**src/rtl/score_link.sv**
```systemverilog
// score_link: serial exchange of the 4-bit snake score on one wire; optional even parity bit under SCORE_LINK_PARITY_EN.
// Latency: TX frame starts 1 cycle after score changes; RX result ~BIT_CYCLES/2 + (N-1)*BIT_CYCLES after the start edge.
// Backpressure: none; TX sends only the newest score once idle, RX drops bad frames with a frame_err pulse.
module score_link #(
    parameter int BIT_CYCLES = 6771
) (
    input  logic       clk,
    input  logic       reset,
    input  logic [3:0] score,
    input  logic       rx_line,
    output logic       tx_line,
    output logic       tx_busy,
    output logic [3:0] r_score,
    output logic       r_valid,
    output logic       frame_err
);

    localparam int CW = $clog2(BIT_CYCLES);
    localparam logic [CW-1:0] CNT_LAST = CW'(BIT_CYCLES - 1);
    localparam logic [CW-1:0] CNT_HALF = CW'(BIT_CYCLES / 2);

    typedef enum logic [2:0] {
        S_IDLE,
        S_START,
        S_DATA,
        S_PARITY,
        S_STOP
    } state_t;

    // ---------------- transmitter ----------------
    state_t        tx_state, tx_state_n;
    logic [CW-1:0] tx_cnt, tx_cnt_n;
    logic [1:0]    tx_bit, tx_bit_n;
    logic [3:0]    tx_sh, tx_sh_n;
    logic [3:0]    last_sent, last_sent_n;
    logic          tx_line_n, tx_busy_n;
    logic          tx_end;

    assign tx_end = (tx_cnt == CNT_LAST);

    always_ff @(posedge clk) begin
        if (reset) begin
            tx_state  <= S_IDLE;
            tx_cnt    <= '0;
            tx_bit    <= '0;
            tx_sh     <= '0;
            last_sent <= '0;
            tx_line   <= 1'b1;
            tx_busy   <= 1'b0;
        end else begin
            tx_state  <= tx_state_n;
            tx_cnt    <= tx_cnt_n;
            tx_bit    <= tx_bit_n;
            tx_sh     <= tx_sh_n;
            last_sent <= last_sent_n;
            tx_line   <= tx_line_n;
            tx_busy   <= tx_busy_n;
        end
    end

    always_comb begin
        tx_state_n  = tx_state;
        tx_cnt_n    = '0;
        tx_bit_n    = tx_bit;
        tx_sh_n     = tx_sh;
        last_sent_n = last_sent;
        tx_line_n   = tx_line;
        tx_busy_n   = tx_busy;
        if (tx_state != S_IDLE && !tx_end) begin
            tx_cnt_n = tx_cnt + 1'b1;
        end
        case (tx_state)
            S_IDLE: begin
                // Compared on every idle cycle, so only the newest score is sent.
                if (score != last_sent) begin
                    tx_sh_n     = score;
                    last_sent_n = score;
                    tx_bit_n    = '0;
                    tx_line_n   = 1'b0;
                    tx_busy_n   = 1'b1;
                    tx_state_n  = S_START;
                end
            end
            S_START: begin
                if (tx_end) begin
                    tx_line_n  = tx_sh[0];
                    tx_state_n = S_DATA;
                end
            end
            S_DATA: begin
                if (tx_end) begin
                    if (tx_bit == 2'd3) begin
`ifdef SCORE_LINK_PARITY_EN
                        tx_line_n  = ^last_sent;
                        tx_state_n = S_PARITY;
`else
                        tx_line_n  = 1'b1;
                        tx_state_n = S_STOP;
`endif
                    end else begin
                        tx_bit_n  = tx_bit + 1'b1;
                        tx_sh_n   = {1'b0, tx_sh[3:1]};
                        tx_line_n = tx_sh[1];
                    end
                end
            end
`ifdef SCORE_LINK_PARITY_EN
            S_PARITY: begin
                if (tx_end) begin
                    tx_line_n  = 1'b1;
                    tx_state_n = S_STOP;
                end
            end
`endif
            S_STOP: begin
                if (tx_end) begin
                    tx_line_n  = 1'b1;
                    tx_busy_n  = 1'b0;
                    tx_state_n = S_IDLE;
                end
            end
            default: begin
                tx_line_n  = 1'b1;
                tx_busy_n  = 1'b0;
                tx_state_n = S_IDLE;
            end
        endcase
    end

    // ---------------- receiver ----------------
    state_t        rx_state, rx_state_n;
    logic [CW-1:0] rx_cnt, rx_cnt_n;
    logic [1:0]    rx_bit, rx_bit_n;
    logic [3:0]    rx_sh, rx_sh_n;
    logic [3:0]    r_score_n;
    logic          r_valid_n, frame_err_n;
    logic          rx_s1, rx_s2;
    logic          rx_fall, rx_end, par_ok;
`ifdef SCORE_LINK_PARITY_EN
    logic          rx_par, rx_par_n;
`endif

    // Edge taken as the new sample enters the second sync stage, saving a cycle;
    // a metastable false start is rejected by the mid-start-bit check.
    assign rx_fall = rx_s2 & ~rx_s1;
    assign rx_end  = (rx_cnt == CNT_LAST);
`ifdef SCORE_LINK_PARITY_EN
    assign par_ok  = (rx_par == ^rx_sh);
`else
    assign par_ok  = 1'b1;
`endif

    always_ff @(posedge clk) begin
        if (reset) begin
            rx_s1     <= 1'b1;
            rx_s2     <= 1'b1;
            rx_state  <= S_IDLE;
            rx_cnt    <= '0;
            rx_bit    <= '0;
            rx_sh     <= '0;
            r_score   <= '0;
            r_valid   <= 1'b0;
            frame_err <= 1'b0;
`ifdef SCORE_LINK_PARITY_EN
            rx_par    <= 1'b0;
`endif
        end else begin
            rx_s1     <= rx_line;
            rx_s2     <= rx_s1;
            rx_state  <= rx_state_n;
            rx_cnt    <= rx_cnt_n;
            rx_bit    <= rx_bit_n;
            rx_sh     <= rx_sh_n;
            r_score   <= r_score_n;
            r_valid   <= r_valid_n;
            frame_err <= frame_err_n;
`ifdef SCORE_LINK_PARITY_EN
            rx_par    <= rx_par_n;
`endif
        end
    end

    always_comb begin
        rx_state_n  = rx_state;
        rx_cnt_n    = rx_cnt + 1'b1;
        rx_bit_n    = rx_bit;
        rx_sh_n     = rx_sh;
        r_score_n   = r_score;
        r_valid_n   = 1'b0;
        frame_err_n = 1'b0;
`ifdef SCORE_LINK_PARITY_EN
        rx_par_n    = rx_par;
`endif
        case (rx_state)
            S_IDLE: begin
                rx_cnt_n = '0;
                if (rx_fall) begin
                    rx_state_n = S_START;
                end
            end
            S_START: begin
                if (rx_cnt == CNT_HALF) begin
                    rx_cnt_n = '0;
                    rx_bit_n = '0;
                    rx_state_n = rx_s2 ? S_IDLE : S_DATA;
                end
            end
            S_DATA: begin
                if (rx_end) begin
                    rx_cnt_n = '0;
                    rx_sh_n  = {rx_s2, rx_sh[3:1]};
                    if (rx_bit == 2'd3) begin
`ifdef SCORE_LINK_PARITY_EN
                        rx_state_n = S_PARITY;
`else
                        rx_state_n = S_STOP;
`endif
                    end else begin
                        rx_bit_n = rx_bit + 1'b1;
                    end
                end
            end
`ifdef SCORE_LINK_PARITY_EN
            S_PARITY: begin
                if (rx_end) begin
                    rx_cnt_n   = '0;
                    rx_par_n   = rx_s2;
                    rx_state_n = S_STOP;
                end
            end
`endif
            S_STOP: begin
                if (rx_end) begin
                    rx_cnt_n   = '0;
                    rx_state_n = S_IDLE;
                    if (rx_s2 && par_ok) begin
                        r_score_n = rx_sh;
                        r_valid_n = 1'b1;
                    end else begin
                        frame_err_n = 1'b1;
                    end
                end
            end
            default: begin
                rx_cnt_n   = '0;
                rx_state_n = S_IDLE;
            end
        endcase
    end

endmodule

```
**config.mk**
```make
export PLATFORM = sky130hd
export DESIGN_NAME = score_link
export DESIGN_NICKNAME = d
export VERILOG_FILES = /design/src/rtl/score_link.sv
export SDC_FILE = /design/constraint.sdc
export NUM_CORES = 1
export LEC_CHECK = 0
export BUFFER_PORTS_ARGS = -buffer_cell sky130_fd_sc_hd__clkbuf_2
export CAP_MARGIN = 25
export CORE_UTILIZATION = 60
export CTS_CLUSTER_DIAMETER = 200
export DETAILED_ROUTE_END_ITERATION = 12
export GPL_ROUTABILITY_DRIVEN = 0
export PLACE_DENSITY_LB_ADDON = 0.12
export SLEW_MARGIN = 20
export SYNTH_ARGS = -nofsm -noshare
export SYNTH_HDL_FRONTEND = slang
export SYNTH_SLANG_ARGS = --single-unit
```
**constraint.sdc**
```tcl
create_clock -name clk -period 3.99 [get_ports clk]
set_clock_uncertainty 0.2 [all_clocks]
set_input_delay 0 -clock clk [delete_from_list [all_inputs] [get_ports clk]]
set_output_delay 0 -clock clk [all_outputs]
set_load 0.1 [all_outputs]
```
After elaboration in Yosys (flattened, before gate mapping)
Cells that the tools add are included.
{ "word_totals": {"ff_bits": 58, "wordCells": 109, "out_inout_bits": 8, "inputBits": 7} }
{ "op_classes": {"n_mux": 39, "eq_ne": 24, "n_bitwise": 6, "reduce_logical": 20, "n_addsub": 4} }
{ "ops": {"columns": ["operator", "count"], "rows": [
  ["$mux W3", 10],
  ["$add A13 B1 Y13 const B", 2],
  ["$eq A13 B13 Y1 const B", 2],
  ["$mux W13", 2],
  ["$pmux W13 S2", 1],
  ["$ne A2 B2 Y1 const B", 12],
  ["$pmux W3 S4", 2],
  ["$mux W2", 7],
  ["$eq A13 B12 Y1 const B", 1],
  ["$mux W4", 3],
  ["$reduce_and A4 Y1", 3],
  ["$reduce_and A5 Y1", 2],
  ["$mux W1", 9],
  ["$pmux W2 S2", 2],
  ["$pmux W4 S2", 1],
  ["$eq A3 B1 Y1 const B", 2],
  ["$eq A3 B2 Y1 const B", 2],
  ["$eq A3 B3 Y1 const B", 2],
  ["$logic_not A3 Y1", 2],
  ["$reduce_and A3 Y1", 2],
  ["$reduce_or A2 Y1", 3],
  ["$not A1 Y1", 5],
  ["$add A2 B1 Y2 const B", 2],
  ["$eq A2 B2 Y1 const B", 2],
  ["other kinds (10)", 12]
]} }

Logic depth before layout (Yosys ltp)
Gate-level depths: netlist of run 1.
{ "depth": {"ltp_word": 5, "ltp_mapped": 7} }

Least setup slack after synthesis of run 1
No wires, ideal clock.
{ "synth_path": {"path_type": "reg2reg", "from": "register rx_cnt[0]", "to": "register rx_cnt[2]", "synth_period_minus_slack_ps": 1711, "setup_ps": 115, "path_slack_ps": 2279, "required_ps": 3675, "stages_incl_launch_ff": 8, "t_arrival_ps": 1397, "path_cell_list": "dfxtp_1 inv_1 ha_1 and4b_1 nand3_2 a32oi_2 buf_4 nor2_1"} }
{ "synth_between": {"elab_chain_cells": 3, "word_cells_on_any_way": 6} }
{ "synth_rtl": {"columns": ["element", "line_no", "source"], "rows": [
  ["start, declared", "132", "logic [CW-1:0] rx_cnt, rx_cnt_n;"],
  ["start signal, assigned", "171", "rx_cnt <= rx_cnt_n;"],
  ["$add A13 B1 Y13 (tied with other cells)", "185", "rx_cnt_n = rx_cnt + 1'b1;"],
  ["$mux W13, on equally long branches", "209, 233, 202", null],
  ["$pmux W13 S2 (*)", "194", "case (rx_state)"]
]} }
Mark *: on every way between the ends. The rest lies on a longest branch, timed or not.
A chain may end at the register's enable or synchronous reset.

Worst setup path after layout of run 1
{ "layout_path": {"from": "register tx_cnt[0]", "to": "register tx_bit[0]"} }
{ "layout_between": {"elab_chain_cells": 3} }
{ "layout_rtl": {"columns": ["element", "line_no", "source"], "rows": [
  ["start, declared", "32", "logic [CW-1:0] tx_cnt, tx_cnt_n;"],
  ["start signal, assigned", "52", "tx_cnt <= tx_cnt_n;"],
  ["$eq A13 B13 Y1", "39", "assign tx_end = (tx_cnt == CNT_LAST);"],
  ["$ne A2 B2 Y1 (no source line)", null, null],
  ["$reduce_and A4 Y1 (no source line)", null, null],
  ["end signal, assigned", "53", "tx_bit <= tx_bit_n;"],
  ["end, declared", "33", "logic [1:0] tx_bit, tx_bit_n;"]
]} }
Every way passes these cells.

==> results of run 1 <==
==> area by class of cell <==
type / count / area [um2]
clock buffers: 13 / 169
fillers: 339 / 1290
repair buffers: 20 / 125
flip-flops and latches: 58 / 1160
multi-input cells: 219 / 1570
clock inverters: 2 / 35.0
inverters: 8 / 30.0
well taps: 52 / 65.1
==> registers in the layout, summed over array words and instances, names as in the netlist <==
signal / cells
rx_sh: 4
rx_s2: 1
rx_bit: 2
tx_state: 3
tx_line: 1
tx_cnt: 13
r_score: 4
r_valid: 1
last_sent: 4
tx_sh: 4
rx_cnt: 13
tx_bit: 2
rx_state: 3
tx_busy: 1
rx_s1: 1
frame_err: 1
==> cells by family (layout without fill, tap and decap cells) <==
family | after synthesis | count (layout) | share of synthesized area [%]
and+or+nand+nor | 134 | 134 | 28.8
DFF | 58 | 58 | 41.2
AOI/OAI and AO/OA | 41 | 41 | 11.6
xor gates and xnor gates | 24 | 24 | 7.46
buffers and inverters | 20 | 43 | 3.20
muxes | 13 | 13 | 4.62
adders and majority gates | 7 | 7 | 3.11
==> timing repair <==
item | 4_1_cts | 5_1_grt
hold endpoints to repair | 9 | 0
hold buffers | 5 | 0
setup endpoints to repair | 0 | 0
==> cells in the final DEF, fill, tap and decap left out, types with 3 or more instances in the layout <==
cell	count
dfxtp_1	58
nor2_1	41
nand2_1	16
xor2_1	16
a21oi_1	14
nand3_1	14
clkbuf_2	14
mux2i_1	13
clkbuf_8	12
inv_1	8
nand4_1	8
xnor2_1	8
ha_1	7
nor3_1	6
nand2b_1	5
or2_2	5
dlygate4sd3_1	5
and4b_1	4
o21ai_0	4
a21oi_2	4
or3_1	3
and4_1	3
and3_1	3
a21o_1	3
==> layer usage <==
layer / track usage, % / up-vias
li1: - / 1100
met1: 30.7 / 969
met2: 34.6 / 32
met3: 6.93 / 9
met4: 11.3 / 0
met5: 0 / -
==> report_power, final <==
group | switching [uW] | total, uW | internal (uW) | leakage, uW
clock | 223 | 558 | 335 | 0.000106
sequential | 14.1 | 608 | 594 | 0.000471
combinational | 64.2 | 98.7 | 34.5 | 0.000664
==> through the flow <==
stage / worst slack, ns / power (uW) / instance area (um2) / hold WS, ns
after floorplan: 2.28 / 697 / 2820 / -0.0962
after global placement: 1.94 / 713 / 2890 / -0.0182
after detailed placement: 1.88 / 715 / 2890 / -0.0104
after CTS: 1.89 / 1280 / 3150 / 0.0815
after global routing: 1.66 / 1320 / 3150 / 0.144
final: 1.90 / 1260 / 3150 / 0.0910
==> how the worst max path moves through the flow <==
| stage | start | slack, ns | endpoint | cells past startpoint |
|---|---|---|---|---|
| after detailed placement | tx_cnt[0] | 1.88 | tx_bit[0] | 6 |
| after global routing | tx_cnt[0] | 1.66 | tx_bit[0] | 6 |
| final | tx_cnt[0] | 1.90 | tx_bit[0] | 6 |
| after CTS | tx_cnt[0] | 1.89 | tx_bit[0] | 6 |
| after global placement | tx_cnt[4] | 1.94 | tx_bit[0] | 4 |
| after floorplan | rx_cnt[0] | 2.28 | rx_cnt[2] | 7 |
==> metrics.md, run 1 <==
| Metric | Value |
|---|---|
| Setup Fix Bufs, Post-CTS | 0 |
| CP Capture Type | flip-flop |
| FFs w/ async S/R, synth | 0% |
| Root buffer cell | clkbuf_8 |
| Max Root-Sink Buffers | 2 |
| Post-route DRC violation count | 8 |
| Later-pin clock latency in the skew report | 0.33 ns |
| I/O Buffers | 14 |
| R2r startpoint | tx_cnt[0] |
| Slowest cell on crit path | or2_2 |
| Synth Flop Type | dfxtp_1 |
| CP arrival | 2.14 ns |
| Critical path class | flip-flop to flip-flop |
| Endpoint of the worst hold path | tx_sh[1] |
| WL met3 | 151 um |
| HP Start | reset |
| Final-report setup violation count | 0 |
| Post-synthesis sequential area ratio | 41.2% |
| Max Freq | 0.479 GHz |
| Synth top area share | 41.2% |
| Buffer and inverter count on the worst path | 1 |
| Register-to-Register Path Depth | 6 |
| Vias in the first global route | 2055 |
| WL met2 | 2190 um |
| CTS tree | done |
| YS warnings | 0 |
| Synth top cells by count | dfxtp_1 (58), nor2_1 (41), nand2_1 (16), xor2_1 (16) |
| Via/cell ratio | 5.67 |
| Router iterations before antenna repair | 8 |
| Chip Width | 70.5 um |
| RSZ-0062 raised after global routing | no |
| Final-report max-slew violation count | 0 |
| Synth Register Bits | 58 |
| Post-synth cell types | 59 |
| CP required | 4.04 ns |
| Post-DP HPWL | 3420 um |
| Post-layout util | 70.9% |
| Avg Cell Area, Syn | 9.48 um2 |
| Final hold violations | 0 |
| Cell family with most CP delay | simple AND/OR/NAND/NOR gates |
| CP max FO | 11 |
| Syn Nets | 311 |
| Non-filler cells, final | 372 |
| Tcrit/Tclk final | 52.4% |
| Total Wirelength | 5030 um |
| Layout cells sized above 1 | 17.8% |
| WL per Instance | 13.5 um |
| FF-to-FF End | tx_bit[0] |
| Antenna cells | 0 |
| Largest net degree at the start of global routing | 38 |
| Top cells by area, synth | dfxtp_1 (41%), nor2_1 (5.5%), xor2_1 (5.0%) |
| Worst Hold Path Cells | 2 |
| Final net count | 330 |
| Netlist Area Pre-Place | 0.00282 mm2 |
| Routed vias | 2110 |
| First-pass GRT wire length | 9050 um |
| Rows | 24 |
| Largest stage delay on the critical path | 0.42 ns |
| GRT Overall Usage | 23.2% |
| Max_cap viols | 0 |
| Dpl cells | 351 |
| Leak Pwr | 0.00124 uW |
| P&R area growth vs syn | 11.9% |
| Setup TNS | 0 ns |
| Critical path launch point type | flip-flop |
| Post-CTS Resized | 0 |
| Post-route ant nets | 0 |
| Clock Sinks | 58 |
| Final min period | 2.09 ns |
| Cell breakdown of the critical path | inv_1 > ha_1 > and4b_1 > nand4_1 > or2_2 > a21oi_1 |
| Starting density of the core | 63.4% |
| Syn Inst Count | 297 |
| Max Used Layer | met4 |
| Status | complete, but fails checks |
| PD cells | 401 mW/mm2 |
| R2R setup slack | 1.90 ns |
| Maximum vdd drop | 255 uV |
| Most frequent cell after synthesis | dfxtp_1 |
| DIE HEIGHT | 70.5 um |
| Failing checks | design-rule violations |
| Worst hold path class | input port to flip-flop |
| Area of the core | 0.00444 mm2 |
| Max_slew headroom | 53.5% |
| Post-synth EDFFs | 0 |
| Die ar. | 0.00497 mm2 |
| Worst-path clk slew | 0.06 ns |
| Tightest Pin Transition | 0.698 ns |
| H-tree Lvls | 3 |
| IO Pins | 15 |
| Top cell type by total area after synthesis | dfxtp_1 |
| Total gr overflow | 0 |
| DRT met1 WL | 2600 um |
| CTS Buf Count | 9 |
| DRT iter0 DRCs | 119 |
| Initial antenna violation count | 0 |
No activity file was read; power rests on OpenSTA's default activity.
==> inputs of run 2 (changes only) <==
==> constraint.sdc (replaced) <==
create_clock -name clk -period 2.12 [get_ports clk]
set_clock_uncertainty 0.2 [all_clocks]
set_input_delay 0 -clock clk [delete_from_list [all_inputs] [get_ports clk]]
set_output_delay 0 -clock clk [all_outputs]
set_load 0.1 [all_outputs]
==> run 2 against run 1 <==
The flow still finishes with violations (design-rule violations). Critical path type unchanged. Routed wire length up 3.6%. Register-to-register slack worse by 1.7 ns. Hold slack gained 0.16 ns. Largest cell class unchanged. Setup slack got worse by 1.7 ns. Utilization increased by 0.79 points. Largest power group unchanged. Via count up 0.43%. Die area is the same. Sequential power is 87% higher. Highest routed layer unchanged.
==> metrics.md, run 2 (synthesis results as in run 1) <==
| Metric | Value |
|---|---|
| Status | complete, but fails checks |
| Failing checks | design-rule violations |
| Cell family with most CP delay | simple AND/OR/NAND/NOR gates |
| Router iterations before antenna repair | 8 |
| Sw frac | 25.1% |
| WHS | 0.252 ns |
| Endpoint of the worst hold path | rx_s2 |
| CP max FO | 13 |
| IO Pins | 15 |
| Post-route DRC violation count | 8 |
| Chip Width | 70.5 um |
| Critical path launch point type | flip-flop |
| CTS Buf Count | 9 |
| Post-route ant nets | 0 |
| CP Capture Type | flip-flop |
| Worst-path clk slew | 0.06 ns |
| RSZ-0062 raised after global routing | no |
| Cell Int Power | 1700 uW |
| Register-to-Register Path Depth | 6 |
| P&R area growth vs syn | 13.1% |
| Critical path class | flip-flop to flip-flop |
| Initial antenna violation count | 0 |
| Post-DP HPWL | 3440 um |
| Cell breakdown of the critical path | inv_1 > ha_1 > and4b_1 > nand3_2 > nand2_1 > nor2_1 |
| Max Freq | 0.521 GHz |
| Seq pwr share | 50.3% |
| Combinational Power Share | 8.6% |
| Setup TNS | 0 ns |
| I/O Buffers | 14 |
| FF-to-FF End | tx_cnt[2] |
| GRT Overall Usage | 23.5% |
| Die ar. | 0.00497 mm2 |
| Max_cap viols | 0 |
| HP Start | rx_s1 |
| Worst Hold Path Cells | 1 |
| Max_slew headroom | 56.3% |
| Leading cell type in the layout, fill and taps excluded | dfxtp_1 |
| R2r startpoint | tx_cnt[0] |
| Worst hold path class | flip-flop to flip-flop |
| Final net count | 335 |
| CP required | 2.12 ns |
| Design area | 0.00319 mm2 |
| Tcrit/Tclk final | 90.5% |
| WL per Instance | 13.8 um |
| Maximum vdd drop | 436 uV |
| Max Root-Sink Buffers | 2 |
| Setup Fix Bufs, Post-CTS | 0 |
| Slowest cell on crit path | nand2_1 |
| Rows | 24 |
| Sw Pwr | 571 uW |
| Final min period | 1.92 ns |
| Starting density of the core | 63.4% |
| Clock power frac | 41.1% |
| Via/cell ratio | 5.61 |
| Largest net degree at the start of global routing | 25 |
| Total Wirelength | 5210 um |
| CTS tree | done |
| CP arrival | 1.92 ns |
| Area of the core | 0.00444 mm2 |
| Final-report max-slew violation count | 0 |
| Buffer and inverter count on the worst path | 1 |
| R2R setup slack | 0.20 ns |
| Antenna cells | 0 |
| Tightest Pin Transition | 0.653 ns |
| Routed vias | 2119 |
| Post-Place Cell Area | 0.00292 mm2 |
| Total gr overflow | 0 |
| Root buffer cell | clkbuf_8 |
| PD cells | 714 mW/mm2 |
| Leak Pwr | 0.00126 uW |
| Largest stage delay on the critical path | 0.41 ns |
| Final-report setup violation count | 0 |
| Final hold violations | 0 |
| H-tree Lvls | 3 |
| DIE HEIGHT | 70.5 um |
| Most frequent cells in the layout | dfxtp_1 (58), nor2_1 (41), nand2_1 (16), xor2_1 (16) |
| Later-pin clock latency in the skew report | 0.33 ns |
| First-pass GRT wire length | 9080 um |
| Vias in the first global route | 1968 |
| DRT iter0 DRCs | 125 |
| Biggest regs | rx_cnt x13, tx_cnt x13 |
| Layout cells sized above 1 | 18.4% |
| Clock Sinks | 58 |
## run 2: cell count changes in the layout (fill, tap and decap cells not counted), sizes merged
cell	before	now
clkinv	1	2
bufinv	1	0
dlygate4sd3	5	7
clkbuf	27	28
buf	1	4
## run 2: power by group through the flow
stage               Combinational, uW  Clock [uW]  Sequential [uW]
floorplan                         118           0             1190
global placement                  175           0             1170
detailed placement                178           0             1170
CTS                               189         956             1140
global route                      212         998             1150
finish                            196         935             1140
## run 2: metal layers
layer | track usage (%) | vias up | wire length, um
met3 | 5.63 | 12 | 163
met2 | 35.8 | 32 | 2300
li1 | - | 1106 | -
met5 | 0 | - | 0
met1 | 31.4 | 969 | 2650
met4 | 10.9 | 0 | 98
## run 2: per-stage QoR
stage	power, uW	setup slack (ns)	utilization (%)	cells
floorplan	1310	0.409	-	297
global placement	1340	0.151	65.7	355
detailed placement	1350	0.0756	65.7	355
CTS	2290	0.0683	71.4	378
global route	2360	0.0653	71.7	378
finish	2280	0.200	71.7	378
## run 2: what timing repair did
item / CTS / global route
gates resized for setup: 0 / 1
hold buffers: 7 / 0
hold endpoints to repair: 18 / 0
setup endpoints to repair: 0 / 6
## run 2: worst max-delay path by stage
stage                 start  slack [ns]   endpoint  depth (start not counted)
4_1_cts        last_sent[0]        0.07   tx_sh[3]                          4
3_5_place_dp   last_sent[0]        0.08   tx_sh[3]                          4
2_1_floorplan     rx_cnt[0]        0.41  rx_cnt[2]                          7
5_1_grt           tx_cnt[0]        0.07    tx_busy                          6
3_3_place_gp   last_sent[0]        0.15   tx_sh[2]                          4
6_report          tx_cnt[0]        0.20  tx_cnt[2]                          6
## run 2: area by class of cell
class                      count  area [um2]
clock buffer                  14         173
clock inverter                 2        10.0
fill                         374        1260
inverter                       8        30.0
multi-input combinational    219        1580
sequential                    58        1160
tap                           52        65.1
timing repair buffer          25         170
